### src/rtl/mdio_pkg.sv
// Shared constants and types for the MDIO Clause 22 management master.
package mdio_pkg;

  localparam logic [1:0] OP_WRITE = 2'b01;
  localparam logic [1:0] OP_READ  = 2'b10;

  // 32-bit frame; reads drive ST/OP/PHYAD/REGAD only, data arrives in bits 16..31
  localparam int FRAME_BITS      = 32;
  localparam int READ_DRIVE_BITS = 14;
  localparam int RD_DATA_START   = 16;

  typedef enum logic {
    IDLE = 1'b0,
    XFER = 1'b1
  } state_t;

endpackage

### src/rtl/mdio_clkgen.sv
// MDC generator: clk/2 toggle plus strobes flagging the edge about to happen.
module mdio_clkgen (
  input  logic clk,
  input  logic rst,
  output logic mdc_o,
  output logic fall_o,
  output logic rise_o
);

  logic mdc_q;

  // Free-running divide-by-two, parked low in reset
  always_ff @(posedge clk) begin
    if (rst) mdc_q <= 1'b0;
    else     mdc_q <= ~mdc_q;
  end

  // fall_o: MDC goes 1->0 on the coming clk edge; rise_o: it goes 0->1
  assign mdc_o  = mdc_q;
  assign fall_o = mdc_q;
  assign rise_o = ~mdc_q;

endmodule

### src/rtl/mdio_generador.sv
// MDIO management master: serializes a 32-bit frame on MDC falling edges,
// releases the pad for the read turnaround/data and captures 16 read bits.
module mdio_generador
  import mdio_pkg::*;
(
  input  logic        clk,
  input  logic        rst,
  input  logic        MDIO_START,
  input  logic [31:0] T_DATA,
  input  logic        MDIO_IN,
  output logic [15:0] RD_DATA,
  output logic        DATA_RDY,
  output logic        MDC,
  output logic        MDIO_OE,
  output logic        MDIO_OUT
);

  logic fall, rise;

  mdio_clkgen u_clkgen (
    .clk    (clk),
    .rst    (rst),
    .mdc_o  (MDC),
    .fall_o (fall),
    .rise_o (rise)
  );

  state_t      state_q, state_d;
  logic [31:0] sh_q, sh_d;
  // cnt = number of bits already put on the wire; 32 means bit 31 is on the wire
  logic [5:0]  cnt_q, cnt_d;
  logic        is_rd_q, is_rd_d;
  logic [15:0] cap_q, cap_d;
  logic [15:0] rd_q, rd_d;
  logic        oe_q, oe_d;
  logic        out_q, out_d;
  logic        rdy_q, rdy_d;
  logic        drv;

  // State and datapath registers
  always_ff @(posedge clk) begin
    if (rst) begin
      state_q <= IDLE;
      sh_q    <= '0;
      cnt_q   <= '0;
      is_rd_q <= 1'b0;
      cap_q   <= '0;
      rd_q    <= '0;
      oe_q    <= 1'b0;
      out_q   <= 1'b0;
      rdy_q   <= 1'b0;
    end else begin
      state_q <= state_d;
      sh_q    <= sh_d;
      cnt_q   <= cnt_d;
      is_rd_q <= is_rd_d;
      cap_q   <= cap_d;
      rd_q    <= rd_d;
      oe_q    <= oe_d;
      out_q   <= out_d;
      rdy_q   <= rdy_d;
    end
  end

  // Frame sequencing: launch bits on MDC fall, sample read data on MDC rise
  always_comb begin
    state_d = state_q;
    sh_d    = sh_q;
    cnt_d   = cnt_q;
    is_rd_d = is_rd_q;
    cap_d   = cap_q;
    rd_d    = rd_q;
    oe_d    = oe_q;
    out_d   = out_q;
    rdy_d   = 1'b0;
    drv     = 1'b0;
    unique case (state_q)
      IDLE: begin
        oe_d  = 1'b0;
        out_d = 1'b0;
        if (MDIO_START) begin
          sh_d    = T_DATA;
          cnt_d   = '0;
          is_rd_d = (T_DATA[29:28] == OP_READ);
          cap_d   = '0;
          state_d = XFER;
        end
      end
      XFER: begin
        if (fall) begin
          if (cnt_q == 6'(FRAME_BITS)) begin
            // fall edge closing bit 31
            state_d = IDLE;
            oe_d    = 1'b0;
            out_d   = 1'b0;
            if (is_rd_q) begin
              rd_d  = cap_q;
              rdy_d = 1'b1;
            end
          end else begin
            drv   = !is_rd_q || (cnt_q < 6'(READ_DRIVE_BITS));
            oe_d  = drv;
            out_d = drv & sh_q[31];
            sh_d  = {sh_q[30:0], 1'b0};
            cnt_d = cnt_q + 6'd1;
          end
        end else if (rise && is_rd_q && (cnt_q > 6'(RD_DATA_START))) begin
          // mid-bit sample for bits 16..31
          cap_d = {cap_q[14:0], MDIO_IN};
        end
      end
      default: state_d = IDLE;
    endcase
  end

  assign RD_DATA  = rd_q;
  assign DATA_RDY = rdy_q;
  assign MDIO_OE  = oe_q;
  assign MDIO_OUT = out_q;

endmodule

### config.mk
export PLATFORM = sky130hd
export DESIGN_NAME = mdio_generador
export DESIGN_NICKNAME = d
export VERILOG_FILES = /design/src/rtl/mdio_pkg.sv /design/src/rtl/mdio_clkgen.sv /design/src/rtl/mdio_generador.sv
export SDC_FILE = /design/constraint.sdc
export NUM_CORES = 1
export LEC_CHECK = 0
export BUFFER_PORTS_ARGS = -buffer_cell sky130_fd_sc_hd__buf_2
export CAP_MARGIN = 10
export CORE_MARGIN = 2
export CORE_UTILIZATION = 55
export DETAILED_ROUTE_END_ITERATION = 7
export GPL_TIMING_DRIVEN = 0
export PLACE_DENSITY = 0.88
export SLEW_MARGIN = 20
export SYNTH_ARGS = -nofsm -noshare
export SYNTH_HDL_FRONTEND = slang
export SYNTH_SLANG_ARGS = --single-unit
### constraint.sdc
create_clock -name clk -period 1.95 [get_ports clk]
set_input_delay 0.2925 -clock clk [delete_from_list [all_inputs] [get_ports clk]]
set_output_delay 0.2925 -clock clk [all_outputs]
set_load 0.03 [all_outputs]
==> out/qor.yml <==
timing:
  fmax_ghz: 0.568
  report.final.setup_viol: 0
  unrepaired_setup_endpoints_after_global_routing: "no"
  report.final.slew_viol_count: 0
  number_of_hold_violations_in_the_final_report: 0
  timing_worst_slew_pin_value_ps: 568
  timing.setup.tns_ps: 0
  final.setup_skew_ps: 9.31
  timing.slew.headroom: 0.620
  worst_slack_ps: 188
  finalCriticalPeriod_ps: 1760
  final_min_period_over_clock_period: 0.903
  whs_ps: 216
route:
  post_drt_wl_per_cell_um: 14.5
  viasPerCell: 5.44
  met3RoutedLength_um: 329
  routed.top_layer: "met4"
  drt_iter0_markers: 137
  drt_pass1_iterations: 4
  route.detailed.drc: 0
  final_routed_wirelength_um: 8080
  routed-via-count: 3034
  route.antenna.remaining_nets: 0
  routed-wl-met2_um: 3870
  met1Wirelength_um: 3710
clock_tree:
  worst_skew_pair.late_latency_ps: 360
  cts_inserted_buffers: 9
  tritoncts_clock_tree: "built"
  ctsHtreeMaxLevel: 3
  clock-root-buffer: "clkbuf_8"
  cts.sinks: 76
  clkSlewWorstSetupHoldPaths_ps: 80
  max-clock-path-buffers: 2
synth:
  post_synth_most_frequent_cells: "76 x dfxtp_1, 48 x mux2i_1, 36 x nor2_1, 34 x nor2b_1, 33 x nand2b_1"
  asyncSetResetFlopFracSynth: 0
  synth_sequential_area_ratio: 0.395
  synth_edf_count: 0
  synth_area_leader_cell: "dfxtp_1"
  synth-seq-cells: 76
  synthTopCellsByArea: "dfxtp_1 39%, mux2i_1 12%, mux2_4 12%"
  synthDominantCellAreaShare: 0.395
  synth_fp_nets: 432
  post-synth-top-count-cell: "dfxtp_1"
  syn_area_mm2: 0.00385
  synth_area_per_cell_um2: 9.78
  postSynthCellCount: 394
  synth_warnings: 0
  netlist-cell-type-count: 42
  synth_flop_cell: "dfxtp_1"
worst_setup_path:
  critPathKind: "flip-flop to flip-flop"
  cpMaxStageDelayCell: "dfxtp_1"
  largest_fanout_of_any_net_on_the_critical_path: 10
  worst-endpoint-arrival_ps: 2060
  critical_path.cell_chain: "inv_1 > ha_1 > nand4b_1 > clkbuf_1 > o21ai_0 > a21oi_1"
  startpoint_type: "flip-flop"
  timing.critical_path.to_type: "flip-flop"
  critPathRequiredTime_ps: 2240
  crit_path_max_incr_delay_ps: 420
cells_and_area:
  nets: 496
  layout-area-overhead-vs-synth_pct: 15.5
  n_antenna_cell: 0
  final_layout_size_suffix_gt1_frac: 0.266
  finalNonFillerCells: 558
  utilization: 0.655
floorplan:
  dieArea_mm2: 0.00769
  chipHeight_um: 87.7
  floorplan.initialDensity: 0.567
  rows: 30
  io_pins: 56
  chip_width_um: 87.7
  design.core.area_mm2: 0.00679
placed_design:
  dp_cells: 544
  placement.setup.worst_slack_ps: 191
  place.port_buffers: 54
  place_congestion: 0.851
  hpwl_um: 5740
run_status:
  run_status: "completed"
flow_run:
  max_cap_viol_count: 0
hold_path:
  hp-class: "input port to flip-flop"
pwr:
  p_per_cell_area_mw_per_mm2: 762
  peakVddDrop_mv: 0.389
  p_leak_nw: 1.82
global_route:
  first_global_vias: 2893
  largest_net_degree_at_the_start_of_global_routing: 14
  grt_overflow: 0
  grt_pass1_wl_um: 13400
  grt_antenna_before_repair: 0
  overall_global_routing_resource_usage: 0.224
-- critical path: cells and delay by family, from the launching register on --
kind | cells | cell delay, ps
buffers and inverters | 2 | 410
AND/OR/NAND/NOR | 1 | 250
flip-flops | 1 | 420
AO/OA/AOI/OAI | 2 | 320
adder cells (fa/ha/maj) | 1 | 300
-- layout make-up --
class                   instances  area [um^2]
fillers                       525         2340
multi-input cells             281         2120
flip-flops and latches         76         1520
repair buffers                 54          270
plain buffers                  30          181
clock buffers                   9          124
well taps                      96          120
clock inverters                 6         87.6
inverters                       6         22.5
-- stage by stage --
stage	area [um^2]	power, mW
floorplan	3850	1.98
global placement	4240	2.07
detailed placement	4240	2.09
CTS	4450	3.40
global route	4450	3.51
finish	4450	3.39
-- flip-flops by register name (all words and copies together) (netlist names) --
register / flops
DATA_RDY: 1
MDIO_OE: 1
MDIO_OUT: 1
RD_DATA: 16
cap_q: 16
cnt_q: 6
is_rd_q: 1
sh_q: 32
state_q: 1
u_clkgen.fall_o: 1
-- path summary, 6_finish.rpt --
| check | start | endpoint | slack [ps] | cells past startpoint |
|---|---|---|---|---|
| max | cnt_q[0] | RD_DATA[15] | 190 | 6 |
| min | T_DATA[0] | sh_q[0] | 220 | 3 |
| max reg2reg | cnt_q[0] | RD_DATA[15] | 190 | 6 |
| min reg2reg | MDIO_OE | MDIO_OE | 470 | 2 |
-- repair_timing --
item                                    4_1_cts  5_1_grt
hold buffers                                  0        0
endpoints found under the hold margin         0        0
endpoints found under the setup margin        0        2
setup buffers                                 0        0
gates resized for setup                       0        0
-- where the power goes --
| part | total (mW) | switching, mW | internal (mW) | leakage, nW |
|---|---|---|---|---|
| combinational | 0.419 | 0.200 | 0.219 | 1.09 |
| clock | 1.34 | 0.619 | 0.716 | 0.109 |
| sequential | 1.64 | 0.0312 | 1.61 | 0.618 |
| total | 3.39 | 0.850 | 2.54 | 1.82 |
-- per-layer routing --
layer	GRT usage	up-vias
li1	-	1483
met1	0.289	1471
met2	0.357	63
met3	0.0500	17
met4	0.101	0
met5	0	-
-- layout by cell type (no fill, tap or decap), drive strengths merged, types with 4 or more instances in the layout --
cell	instances
nor2	37
nor2b	34
nand3	18
nand2	6
mux2	32
a21oi	22
o21ai	19
mux2i	48
or3	4
clkbuf	23
dfxtp	76
nand2b	34
buf	70
inv	7
-- kinds of logic after synthesis --
kind of cell / count (synthesis) / share of synthesized area
flip-flops: 76 / 0.395
AND/OR/NAND/NOR: 147 / 0.213
buffers and inverters: 37 / 0.0539
multiplexers: 80 / 0.247
adder cells (fa/ha/maj): 2 / 0.00649
AO/OA/AOI/OAI: 52 / 0.0841
Note: power is estimated with default switching activity, not from simulation.
